[src/rtl/bdb_ctrl_pkg.sv]
// bdb_ctrl_pkg: shared state encoding and parameter defaults for the press controller
package bdb_ctrl_pkg;
  typedef enum logic [1:0] {IDLE, ARM_PRESS, HELD, ARM_RELEASE} bdb_state_e;
  localparam int DEF_STABLE_CYCLES = 4;
  localparam int DEF_SYNC_STAGES = 2;
  localparam int DEF_COUNT_W = 8;
endpackage

[src/rtl/bdb_press_controller_if.sv]
// bdb_press_controller_if: button inputs and debounced/count outputs of the press controller
interface bdb_press_controller_if #(
  parameter int COUNT_W = 8
);
  logic button;
  logic clear;
  logic enable;
  logic pressed;
  logic press_pulse;
  logic [COUNT_W-1:0] count;
  logic overflow;
  modport master(output button, clear, enable, input pressed, press_pulse, count, overflow);
  modport slave(input button, clear, enable, output pressed, press_pulse, count, overflow);
endinterface

[src/rtl/bdb_sync.sv]
// bdb_sync: multi-flop synchronizer for an asynchronous level, cleared by active-low reset
module bdb_sync #(
  parameter int STAGES = 2
) (
  input  logic clock,
  input  logic reset,
  input  logic d,
  output logic q
);
  logic [STAGES-1:0] s;
  always_ff @(posedge clock)
    s <= !reset ? '0 : {s[STAGES-2:0], d};
  assign q = s[STAGES-1];
endmodule

[src/rtl/bdb_press_controller.sv]
// bdb_press_controller: debounces a button with a stability FSM and counts qualified presses
module bdb_press_controller
  import bdb_ctrl_pkg::*;
#(
  parameter int STABLE_CYCLES = DEF_STABLE_CYCLES,
  parameter int SYNC_STAGES = DEF_SYNC_STAGES,
  parameter int COUNT_W = DEF_COUNT_W
) (
  input logic clock,
  input logic reset,
  bdb_press_controller_if.slave bus
);
  localparam int SW = $clog2(STABLE_CYCLES + 1);
  bdb_state_e state, state_n;
  logic [SW-1:0] stab, stab_n;
  logic btn_s, hit, pulse_n, pressed_q, pulse_q, overflow_q;
  logic [COUNT_W-1:0] count_q;
  bdb_sync #(.STAGES(SYNC_STAGES)) u_sync (.clock(clock), .reset(reset), .d(bus.button), .q(btn_s));
  assign hit = int'(stab) + 1 == STABLE_CYCLES;
  always_comb begin
    state_n = state;
    stab_n = stab;
    case (state)
      IDLE: begin
        if (btn_s) begin
          state_n = STABLE_CYCLES == 1 ? HELD : ARM_PRESS;
          stab_n = STABLE_CYCLES == 1 ? '0 : SW'(1);
        end else stab_n = '0;
      end
      ARM_PRESS: begin
        if (!btn_s) begin
          state_n = IDLE;
          stab_n = '0;
        end else if (hit) begin
          state_n = HELD;
          stab_n = '0;
        end else stab_n = stab + SW'(1);
      end
      HELD: begin
        if (!btn_s) begin
          state_n = STABLE_CYCLES == 1 ? IDLE : ARM_RELEASE;
          stab_n = STABLE_CYCLES == 1 ? '0 : SW'(1);
        end
      end
      default: begin
        if (btn_s) begin
          state_n = HELD;
          stab_n = '0;
        end else if (hit) begin
          state_n = IDLE;
          stab_n = '0;
        end else stab_n = stab + SW'(1);
      end
    endcase
  end
  // Only an entry from the press side counts; bouncing back from ARM_RELEASE does not
  assign pulse_n = state_n == HELD && (state == IDLE || state == ARM_PRESS);
  always_ff @(posedge clock) begin
    if (!reset) begin
      state <= IDLE;
      stab <= '0;
      pressed_q <= 1'b0;
      pulse_q <= 1'b0;
      count_q <= '0;
      overflow_q <= 1'b0;
    end else begin
      state <= state_n;
      stab <= stab_n;
      pressed_q <= state_n == HELD || state_n == ARM_RELEASE;
      pulse_q <= pulse_n;
      if (bus.clear) begin
        count_q <= '0;
        overflow_q <= 1'b0;
      end else if (pulse_n && bus.enable) begin
        count_q <= count_q + COUNT_W'(1);
        if (&count_q) overflow_q <= 1'b1;
      end
    end
  end
  assign bus.pressed = pressed_q;
  assign bus.press_pulse = pulse_q;
  assign bus.count = count_q;
  assign bus.overflow = overflow_q;
endmodule

[src/flat_wrapper.sv]
// flat-port wrapper written by rule: the top's interface ports become plain ports
module bdb_press_controller_flat import bdb_ctrl_pkg::*;
#(
  parameter int STABLE_CYCLES = DEF_STABLE_CYCLES,
  parameter int SYNC_STAGES = DEF_SYNC_STAGES,
  parameter int COUNT_W = DEF_COUNT_W
)
  (clock, reset, bus_button, bus_clear, bus_enable, bus_pressed, bus_press_pulse, bus_count, bus_overflow);
  bdb_press_controller_if #(.COUNT_W(COUNT_W)) bus_i ();
  input logic clock;
  input logic reset;
  input wire logic [$bits(bus_i.button)-1:0] bus_button;
  input wire logic [$bits(bus_i.clear)-1:0] bus_clear;
  input wire logic [$bits(bus_i.enable)-1:0] bus_enable;
  output wire logic [$bits(bus_i.pressed)-1:0] bus_pressed;
  output wire logic [$bits(bus_i.press_pulse)-1:0] bus_press_pulse;
  output wire logic [$bits(bus_i.count)-1:0] bus_count;
  output wire logic [$bits(bus_i.overflow)-1:0] bus_overflow;
  assign bus_i.button = bus_button;
  assign bus_i.clear = bus_clear;
  assign bus_i.enable = bus_enable;
  assign bus_pressed = bus_i.pressed;
  assign bus_press_pulse = bus_i.press_pulse;
  assign bus_count = bus_i.count;
  assign bus_overflow = bus_i.overflow;
  bdb_press_controller #(.STABLE_CYCLES(STABLE_CYCLES), .SYNC_STAGES(SYNC_STAGES), .COUNT_W(COUNT_W)) u_core (.clock(clock), .reset(reset), .bus(bus_i));
endmodule
[config.mk]
export PLATFORM = sky130hd
export DESIGN_NAME = bdb_press_controller_flat
export DESIGN_NICKNAME = d
export VERILOG_FILES = /design/src/rtl/bdb_ctrl_pkg.sv /design/src/rtl/bdb_press_controller_if.sv /design/src/rtl/bdb_sync.sv /design/src/rtl/bdb_press_controller.sv /design/src/flat_wrapper.sv
export SDC_FILE = /design/constraint.sdc
export NUM_CORES = 1
export LEC_CHECK = 0
export CAP_MARGIN = 20
export CORE_MARGIN = 4
export CORE_UTILIZATION = 50
export CTS_CLUSTER_SIZE = 28
export DETAILED_ROUTE_END_ITERATION = 8
export GPL_TIMING_DRIVEN = 0
export PLACE_DENSITY = 0.77
export SYNTH_ARGS = -nofsm -noshare
export SYNTH_HDL_FRONTEND = slang
export SYNTH_SLANG_ARGS = --single-unit
[constraint.sdc]
create_clock -name clock -period 2.36 [get_ports clock]
set_input_delay 0.59 -clock clock [delete_from_list [all_inputs] [get_ports clock]]
set_output_delay 0.59 -clock clock [all_outputs]
set_load 0.1 [all_outputs]
==> metrics.txt, run 1 <==
HP Start=u_core.u_sync.s[0]; Row Count=14; Worst Path Required=1.77 ns; Min-Delay Path Class=register to register; Port-buffer cells=15; Max IR drop VDD=0.377 mV; first-pass GRT wire length=3.07 mm; crit end category=output port; Compound-Gate Fraction of Synth Area=15.0%; pwr/cell area=471 nW/um2; number of flops mapped to enable cells by yosys=0; Initial Utilization=55.9%; adder-cell share of the synthesized area=4.21%; sequential element share of the synthesized area=40.4%; IO Count=16; Num CTS Buffers=3; crit-path max cell delay=0.88 ns; Chip Height=50.2 um; cell chosen for the clock root=clkbuf_4; Via density=5.24; DRT Pass-1 Iters=4; setup_tns=0 ns; Synth top area share=40.4%; Cell variety after synth=36; Lkg Pwr=0.509 nW; initial antenna violation count=0; critical path's slowest cell=dlygate4sd2_1; cell accounting for the most synthesized area=dfxtp_1; Clock Sinks=18; FMAX=0.456 GHz; 1st-iter DRT viols=5; Critical Path Fanout Max=6; RSZ-0062 raised after global routing=no; critical path launch point type=register; Die ar.=2520 um2; vias in the first global route=708; Synth Flop Type=dfxtp_1; status=completed; largest family of logic cells by synthesized area=simple AND/OR/NAND/NOR gates; reg2reg setup slack=0.53 ns; Synth Cell Area=891 um2; Bufs on Longest Clock Path=2; htree depth=1; worst setup margin=0.166 ns; area of the multi-input gates=495 um2; Overflow after GRT=0; worst-margin pin slew=0.974 ns; Synth Area in XOR/XNOR=1.97%; Hold Path End=u_core.u_sync.s[1]; clk_lat worst skew=0.29 ns; ranking of synthesized cells by area=dfxtp_1, mux2i_1, ha_1, nand2b_1, nand2_1; Register Area=360 um2; Final Non-Filler Cells=144; async set or reset register ratio after synthesis=0%; post-synthesis area per instance=8.82 um2; Clock Skew=0.00258 ns; Slew Limit Fails=0; reg2reg end=u_core.bus.press_pulse; Reg clk slew, reported paths=0.10 ns; Detail Placement HPWL=1.28 mm; CTS tree=done; Ant. Diodes=0; FF-to-FF Start=u_core.stab[0]; mux cell area share after synthesis=4.49%; Synth Net Count=109; minimum clock period=2.19 ns; fillcell total=141; worst r2r path cells=6; final WL=1.68 mm; core box area=1590 um2; layout cells sized above 1=8.33%; wire per inst=11.7 um; post-layout util=68.8%; Syn Inst Count=101; worst rel slew slack=35.0%; count of final hold-check violations=0; GR Util All Layers=15.1%; final setup violation count=0; Synth warnings=0; largest net degree at the start of global routing=11; nets=129; Largest delay share family, worst path=buffers and inverters; sequence of cells on the critical path=dlygate4sd2_1; area share of and/or/nand/nor cells after synthesis=29.9%; Area Overhead vs Synth=23.2%; Tcrit/Tclk final=93.0%; placed cell count=140; DP Worst Slack=0.215 ns; Crit Path Class=register to output port; Crit path buffers/inverters=1; Placer Congestion=0.798; Vias=755; DR DRC count=0; Critical Path AT=1.60 ns; WHS Path Cells=1; Die X=50.2 um; Yosys reg bits=18; # Max-Cap Violations=0; antenna-violating nets left=0
-- synthesized netlist by cell type (all sizes together) (2+ instances only) --
cell and n:
dfxtp 18, nand2 10, nand2b 6, nand3 6, o21ai 6, a21oi 5, and2 4, and3 4
mux2i 4, nor2 4, buf 3, clkbuf 3, ha 3, a21o 2, and4b 2, nor2b 2
nor3 2, nor3b 2, o21a 2, xor2 2
-- cell families (layout without fill, tap and decap cells) --
family	Yosys count	after routing
simple gates	47	47
fa+ha+maj	3	3
buf+inv	6	25
xor+xnor	2	2
mux	4	4
flops	18	18
compound gates	21	21
-- cells in the final DEF (no fill, tap or decap), types with 4 or more instances in the layout --
master / synthesis / layout
dlygate4sd2_1: 0 / 10
and3_1: 4 / 4
mux2i_1: 4 / 4
nand2_1: 9 / 9
a21oi_1: 5 / 5
nand2b_1: 6 / 6
nand3_1: 6 / 6
o21ai_0: 5 / 5
nor2_1: 4 / 4
clkdlybuf4s50_1: 0 / 4
dfxtp_1: 18 / 18
-- final cells by class --
cell class              count  share of cell area (%)
multi-input cells          77                    45.2
flip-flops and latches     18                    32.8
repair buffers             15                    12.8
clock buffers               4                    3.31
plain buffers               6                    3.19
well taps                  24                    2.74
-- flip-flops by register name, indices dropped and copies added, names as in the netlist --
signal                  count
u_core.bus.count            8
u_core.bus.overflow         1
u_core.bus.press_pulse      1
u_core.bus.pressed          1
u_core.stab                 3
u_core.state                2
u_core.u_sync.s             2
-- through the flow --
step | power (W) | hold WS, ns | cell area (um2)
detailed placement | 0.000337 | 0.422 | 1070
global route | 0.000547 | 0.477 | 1100
global placement | 0.000336 | 0.417 | 1070
CTS | 0.000523 | 0.446 | 1090
floorplan | 0.000326 | 0.412 | 891
finish | 0.000516 | 0.445 | 1100
-- worst max-delay path by stage --
stage | start | end | slack, ns | cells after the start
floorplan | u_core.bus.count[0] | u_core.bus.count[4] | 0.34 | 4
global placement | u_core.bus.count[2] | bus_count[2] | 0.23 | 1
detailed placement | u_core.bus.count[2] | bus_count[2] | 0.22 | 1
CTS | u_core.bus.press_pulse | bus_press_pulse | 0.02 | 1
global route | u_core.bus.count[3] | bus_count[3] | 0.12 | 1
finish | u_core.bus.count[2] | bus_count[2] | 0.17 | 1
-- power by group --
group          switching, W  internal [W]
clock network     0.0000934     0.0000938
logic             0.0000105     0.0000111
registers        0.00000156      0.000306
-- routing by layer --
layer / track usage [%] / share of wire, % / vias to the layer above
met3: 4.14 / 4.1 / 2
li1: - / - / 400
met5: 0 / 0 / -
met2: 25.2 / 48 / 10
met4: 5.53 / 0.72 / 0
met1: 18.4 / 47 / 343
-- repair_timing --
item                                    in CTS  in global routing
setup buffers                                0                  0
gates resized for setup                     10                  1
gates cloned                                 0                  0
pin swaps                                    0                  0
endpoints found under the setup margin      10                  1
hold buffers                                 0                  0
(Power assumes the default switching activity.)
==> inputs of run 2 (changes only) <==
--- a/config.mk
+++ b/config.mk
@@ -7,11 +7,11 @@
 export LEC_CHECK = 0
 export CAP_MARGIN = 20
 export CORE_MARGIN = 4
-export CORE_UTILIZATION = 50
+export CORE_UTILIZATION = 54
 export CTS_CLUSTER_SIZE = 28
 export DETAILED_ROUTE_END_ITERATION = 8
 export GPL_TIMING_DRIVEN = 0
-export PLACE_DENSITY = 0.77
+export PLACE_DENSITY = 0.82
 export SYNTH_ARGS = -nofsm -noshare
 export SYNTH_HDL_FRONTEND = slang
 export SYNTH_SLANG_ARGS = --single-unit
==> constraint.sdc (replaced) <==
create_clock -name clock -period 2.7 [get_ports clock]
set_input_delay 0.675 -clock clock [delete_from_list [all_inputs] [get_ports clock]]
set_output_delay 0.675 -clock clock [all_outputs]
set_load 0.1 [all_outputs]
==> metrics.txt, run 2 (synthesis results as in run 1) <==
wire per inst=13.0 um (+12%); CTS tree=done; status=completed; FMAX=0.391 GHz; htree depth=1 (unchanged); Area Overhead vs Synth=23.2% (unchanged); Row Count=14 (unchanged); final instance area=1100 um2 (unchanged); Initial Utilization=58.5% (+2.6 points); first-pass GRT wire length=3.18 mm (+3.6%); worst rel slew slack=35.1% (+0.10 points); final WL=1.77 mm (+5.7%); DRT Pass-1 Iters=4 (unchanged); Comb power frac=4.3% (about the same); largest net degree at the start of global routing=11 (unchanged); routed wl met2=889 um (+11%); commonest cells after routing, fill and taps aside=dfxtp_1, clkdlybuf4s50_1, nand2_1; Ant. Diodes=0 (unchanged); critical path launch point type=register; cell chosen for the clock root=clkbuf_4; Die ar.=2360 um2 (-6.3%); Critical Path Fanout Max=6 (unchanged); most common cell after layout, fill and taps aside=dfxtp_1; hold_buf cts=0 (unchanged); wl on met1=770 um (-3.3%); initial antenna violation count=0 (unchanged); Die X=48.6 um (-3.2%); IO Count=16 (unchanged); layout cells sized above 1=8.33% (unchanged); Sw Share=21.1% (+0.65 points); DR DRC count=0 (unchanged); setup_tns=0 ns (unchanged); Clock Sinks=18 (unchanged); sequence of cells on the critical path=clkdlybuf4s50_1; worst-margin pin slew=0.971 ns (-0.00298 ns); Min-Delay Path Class=register to register; count of final hold-check violations=0 (unchanged); sw power=0.0000960 W (-9.0%); minimum clock period=2.56 ns; Num CTS Buffers=3 (unchanged); Reg clk slew, reported paths=0.10 ns (about the same); clk_lat worst skew=0.30 ns (about the same); Max Used Layer=met4; Port-buffer cells=15 (unchanged); # Max-Cap Violations=0 (unchanged); fillcell total=124 (-12%); Bufs on Longest Clock Path=2 (unchanged); pwr/cell area=415 nW/um2 (-12%); RSZ-0062 raised after global routing=no; Lkg Pwr=0.442 nW (-13%); Overflow after GRT=0 (unchanged); Largest delay share family, worst path=buffers and inverters; Crit path buffers/inverters=1 (unchanged); post-CTS sizing=0 (-10); final setup violation count=0 (unchanged); Worst Path Required=2.03 ns (+0.26 ns); 1st-iter DRT viols=11 (+6); Max IR drop VDD=0.293 mV (-22%); Cell Area, Placed=1060 um2 (-0.93%); post-CTS setup buffer count=0 (unchanged); Internal Power=0.000360 W (-13%); crit-path max cell delay=1.16 ns (+0.28 ns); Placer Congestion=0.809 (+1.4%); critical path's slowest cell=clkdlybuf4s50_1; antenna-violating nets left=0 (unchanged); Chip Height=48.6 um (-3.2%); Tcrit/Tclk final=94.8%; max reg flops=8 (unchanged); Via density=5.96 (+14%); Vias=810 (+7.3%); core box area=1520 um2 (-4.4%); Crit Path Class=register to output port; Critical Path AT=1.89 ns (+0.29 ns); met3 WL post-DR=72 um (+5.9%); Clock Skew=0.00307 ns (+0.000494 ns); GR Util All Layers=16.5% (+1.4 points); Clock power frac=36.7% (+0.5 points); worst setup margin=0.139 ns (-0.0263 ns); vias in the first global route=768 (+8.5%); DP Worst Slack=0.474 ns (+0.258 ns); nets=129 (unchanged); share of power burned in registers=59.0% (-0.6 points); Slew Limit Fails=0 (unchanged); crit end category=output port
[run 2: cell count changes in the layout (fill, tap and decap cells not counted), sizes merged]
cell	delta
clkdlybuf4s50	+11
dlymetal6s2s	-1
dlygate4sd2	-10
[run 2: worst paths after layout]
kind | cells past startpoint | startpoint | slack [ns] | end
worst min-delay path | 1 | u_core.u_sync.s[0] | 0.45 | u_core.u_sync.s[1]
worst min register to register | 1 | u_core.u_sync.s[0] | 0.45 | u_core.u_sync.s[1]
worst max register to register | 6 | u_core.stab[0] | 0.85 | u_core.state[1]
worst max-delay path | 1 | u_core.bus.count[3] | 0.14 | bus_count[3]
[run 2: layer usage]
layer  vias up  GRT usage, %
li1        407             -
met1       385          17.4
met2        13          30.7
met3         5          3.07
met4         0          8.07
met5         -             0
[run 2: power by group through the flow]
stage	registers [W]	logic [W]	clock network (W)
finish	0.000269	0.0000194	0.000167
global placement	0.000275	0.0000188	0
floorplan	0.000275	0.0000107	0
detailed placement	0.000275	0.0000194	0
CTS	0.000269	0.0000196	0.000170
global route	0.000269	0.0000217	0.000185
[run 2: area by class of cell]
cell class | count | area (um2) | share of cell area [%]
Tap cell | 16 | 20.0 | 1.82
Clock buffer | 4 | 36.3 | 3.31
Timing Repair Buffer | 15 | 150 | 13.7
Multi-Input combinational cell | 77 | 495 | 45.2
Buffer | 6 | 35.0 | 3.19
Sequential cell | 18 | 360 | 32.8
[run 2: stage by stage]
step | hold WS [ns] | instances | utilization [%] | power, W
6_report | 0.455 | 136 | 72.0 | 0.000455
5_1_grt | 0.478 | 136 | 72.0 | 0.000476
4_1_cts | 0.458 | 136 | 72.0 | 0.000458
3_5_place_dp | 0.431 | 132 | 69.6 | 0.000295
3_3_place_gp | 0.420 | 132 | 69.6 | 0.000294
2_1_floorplan | 0.412 | 101 | - | 0.000285
==> inputs of run 3 (changes only) <==
--- a/config.mk
+++ b/config.mk
@@ -7,11 +7,11 @@
 export LEC_CHECK = 0
 export CAP_MARGIN = 20
 export CORE_MARGIN = 4
-export CORE_UTILIZATION = 54
+export CORE_UTILIZATION = 45
 export CTS_CLUSTER_SIZE = 28
 export DETAILED_ROUTE_END_ITERATION = 8
 export GPL_TIMING_DRIVEN = 0
-export PLACE_DENSITY = 0.82
+export PLACE_DENSITY = 0.7
 export SYNTH_ARGS = -nofsm -noshare
 export SYNTH_HDL_FRONTEND = slang
 export SYNTH_SLANG_ARGS = --single-unit
==> constraint.sdc (replaced) <==
create_clock -name clock -period 2.5 [get_ports clock]
set_input_delay 0.625 -clock clock [delete_from_list [all_inputs] [get_ports clock]]
set_output_delay 0.625 -clock clock [all_outputs]
set_load 0.1 [all_outputs]
==> metrics.txt, run 3 (synthesis results as in run 1) <==
sequence of cells on the critical path=clkdlybuf4s50_1; first-pass GRT wire length=3.19 mm (+0.44%); Min-Delay Path Class=register to register; vias in the first global route=685 (-11%); Port-buffer cells=15 (unchanged); Clock Skew=0.00129 ns (-0.00179 ns); Num CTS Buffers=3 (unchanged); GR Util All Layers=15.4% (-1.1 points); Chip Height=52.5 um (+8.0%); final setup violation count=0 (unchanged); Detail Placement HPWL=1.31 mm; largest net degree at the start of global routing=11 (unchanged); Worst Path Required=1.88 ns (-0.15 ns); antenna-violating nets left=0 (unchanged); WHS Path Cells=1 (unchanged); max reg flops=8 (unchanged); critical path launch point type=register; total power=0.000451 W (-0.89%); commonest cells after routing, fill and taps aside=dfxtp_1, nand2_1, clkdlybuf4s50_1; setup_tns=0 ns (unchanged); most common cell after layout, fill and taps aside=dfxtp_1; crit-path max cell delay=1.15 ns (about the same); htree depth=1 (unchanged); Tcrit/Tclk final=97.3%; core box area=1800 um2 (+18%); Placer Congestion=0.756 (-6.6%); worst r2r path cells=6 (unchanged); RSZ-0062 raised after global routing=no; Critical Path AT=1.81 ns (-0.08 ns); Area Overhead vs Synth=23.7%; Initial Utilization=49.4% (-9.0 points); Crit Path Class=register to output port; Max IR drop VDD=0.295 mV (+0.58%); 1st-iter DRT viols=11 (unchanged); final WL=1.75 mm (-1.1%); DRT Pass-1 Iters=4 (unchanged); IO Count=16 (unchanged); Worst path depth=1 (unchanged); Row Count=15 (+1); Reg clk slew, reported paths=0.10 ns (about the same); Clock Sinks=18 (unchanged); wire per inst=12.2 um (-6.6%); CTS tree=done; count of final hold-check violations=0 (unchanged); nets=129 (unchanged); WHS=0.446 ns (-0.00869 ns); reg2reg setup slack=0.64 ns (-0.21 ns); Final Non-Filler Cells=144 (+5.9%); critical path's slowest cell=clkdlybuf4s50_1; Slew Limit Fails=0 (unchanged); placed cell count=141 (+6.8%); worst rel slew slack=34.3% (-0.74 points); initial antenna violation count=0 (unchanged); Via density=5.29 (-11%); Die ar.=2760 um2 (+17%); Overflow after GRT=0 (unchanged); Vias=762 (-5.9%); FMAX=0.411 GHz; minimum clock period=2.43 ns; Largest delay share family, worst path=buffers and inverters; clk_lat worst skew=0.29 ns (about the same); cell chosen for the clock root=clkbuf_4; Die X=52.5 um (+8.0%); # Max-Cap Violations=0 (unchanged); Bufs on Longest Clock Path=2 (unchanged); Critical Path Fanout Max=4 (-2); Ant. Diodes=0 (unchanged); Crit path buffers/inverters=1 (unchanged); status=completed; layout cells sized above 1=7.56% (-0.77 points); Lkg Pwr=0.519 nW (+18%); pwr/cell area=410 nW/um2 (-1.3%); worst-margin pin slew=0.982 ns (+0.0110 ns); crit end category=output port; DR DRC count=0 (unchanged)
[run 3: changes by cell type in the layout (fill, tap and decap cells not counted)]
cell | before | now
clkbuf_8 | 1 | 0
clkdlybuf4s50_1 | 15 | 9
dlymetal6s2s_1 | 0 | 4
dlygate4sd2_1 | 0 | 2
[run 3: layout make-up]
cell class                 count  area, um2
buffer                         6       35.0
clock buffer                   3       22.5
fill                         169        699
multi-input combinational     77        495
sequential                    18        360
tap                           25       31.3
timing repair buffer          15        158
[run 3: worst paths after layout]
path | start | endpoint
worst min register to register | u_core.u_sync.s[0] | u_core.u_sync.s[1]
worst min-delay path | u_core.u_sync.s[0] | u_core.u_sync.s[1]
worst max register to register | u_core.stab[0] | u_core.bus.press_pulse
worst max-delay path | u_core.bus.count[5] | bus_count[5]
[run 3: timing repair]
action / in CTS / in global routing
cloned: 0 / 0
gates resized for setup: 2 / 4
hold buffers: 0 / 0
buffers inserted: 0 / 0
endpoints found under the setup margin: 2 / 4
[run 3: per-layer routing]
| metal | vias up | wire, um | GRT usage [%] |
|---|---|---|---|
| li1 | 400 | - | - |
| met1 | 338 | 884 | 21.6 |
| met2 | 20 | 752 | 21.9 |
| met3 | 4 | 87 | 3.42 |
| met4 | 0 | 30 | 7.66 |
| met5 | - | 0 | 0 |
[run 3: through the flow]
| stage | util [%] | cell area, um2 | setup slack [ns] |
|---|---|---|---|
| 2_1_floorplan | - | 891 | 0.476 |
| 3_3_place_gp | 59.5 | 1070 | 0.318 |
| 3_5_place_dp | 59.5 | 1070 | 0.316 |
| 4_1_cts | 60.6 | 1090 | 0.00585 |
| 5_1_grt | 61.2 | 1100 | 0.00827 |
| 6_report | 61.2 | 1100 | 0.0666 |
[run 3: report_power, final]
group / leakage, nW / switching, W / internal (W) / total (W)
Sequential: 0.146 / 0.00000146 / 0.000289 / 0.000290
Combinational: 0.360 / 0.0000103 / 0.0000105 / 0.0000208
Clock: 0.0138 / 0.0000843 / 0.0000560 / 0.000140
Total: 0.519 / 0.0000960 / 0.000355 / 0.000451
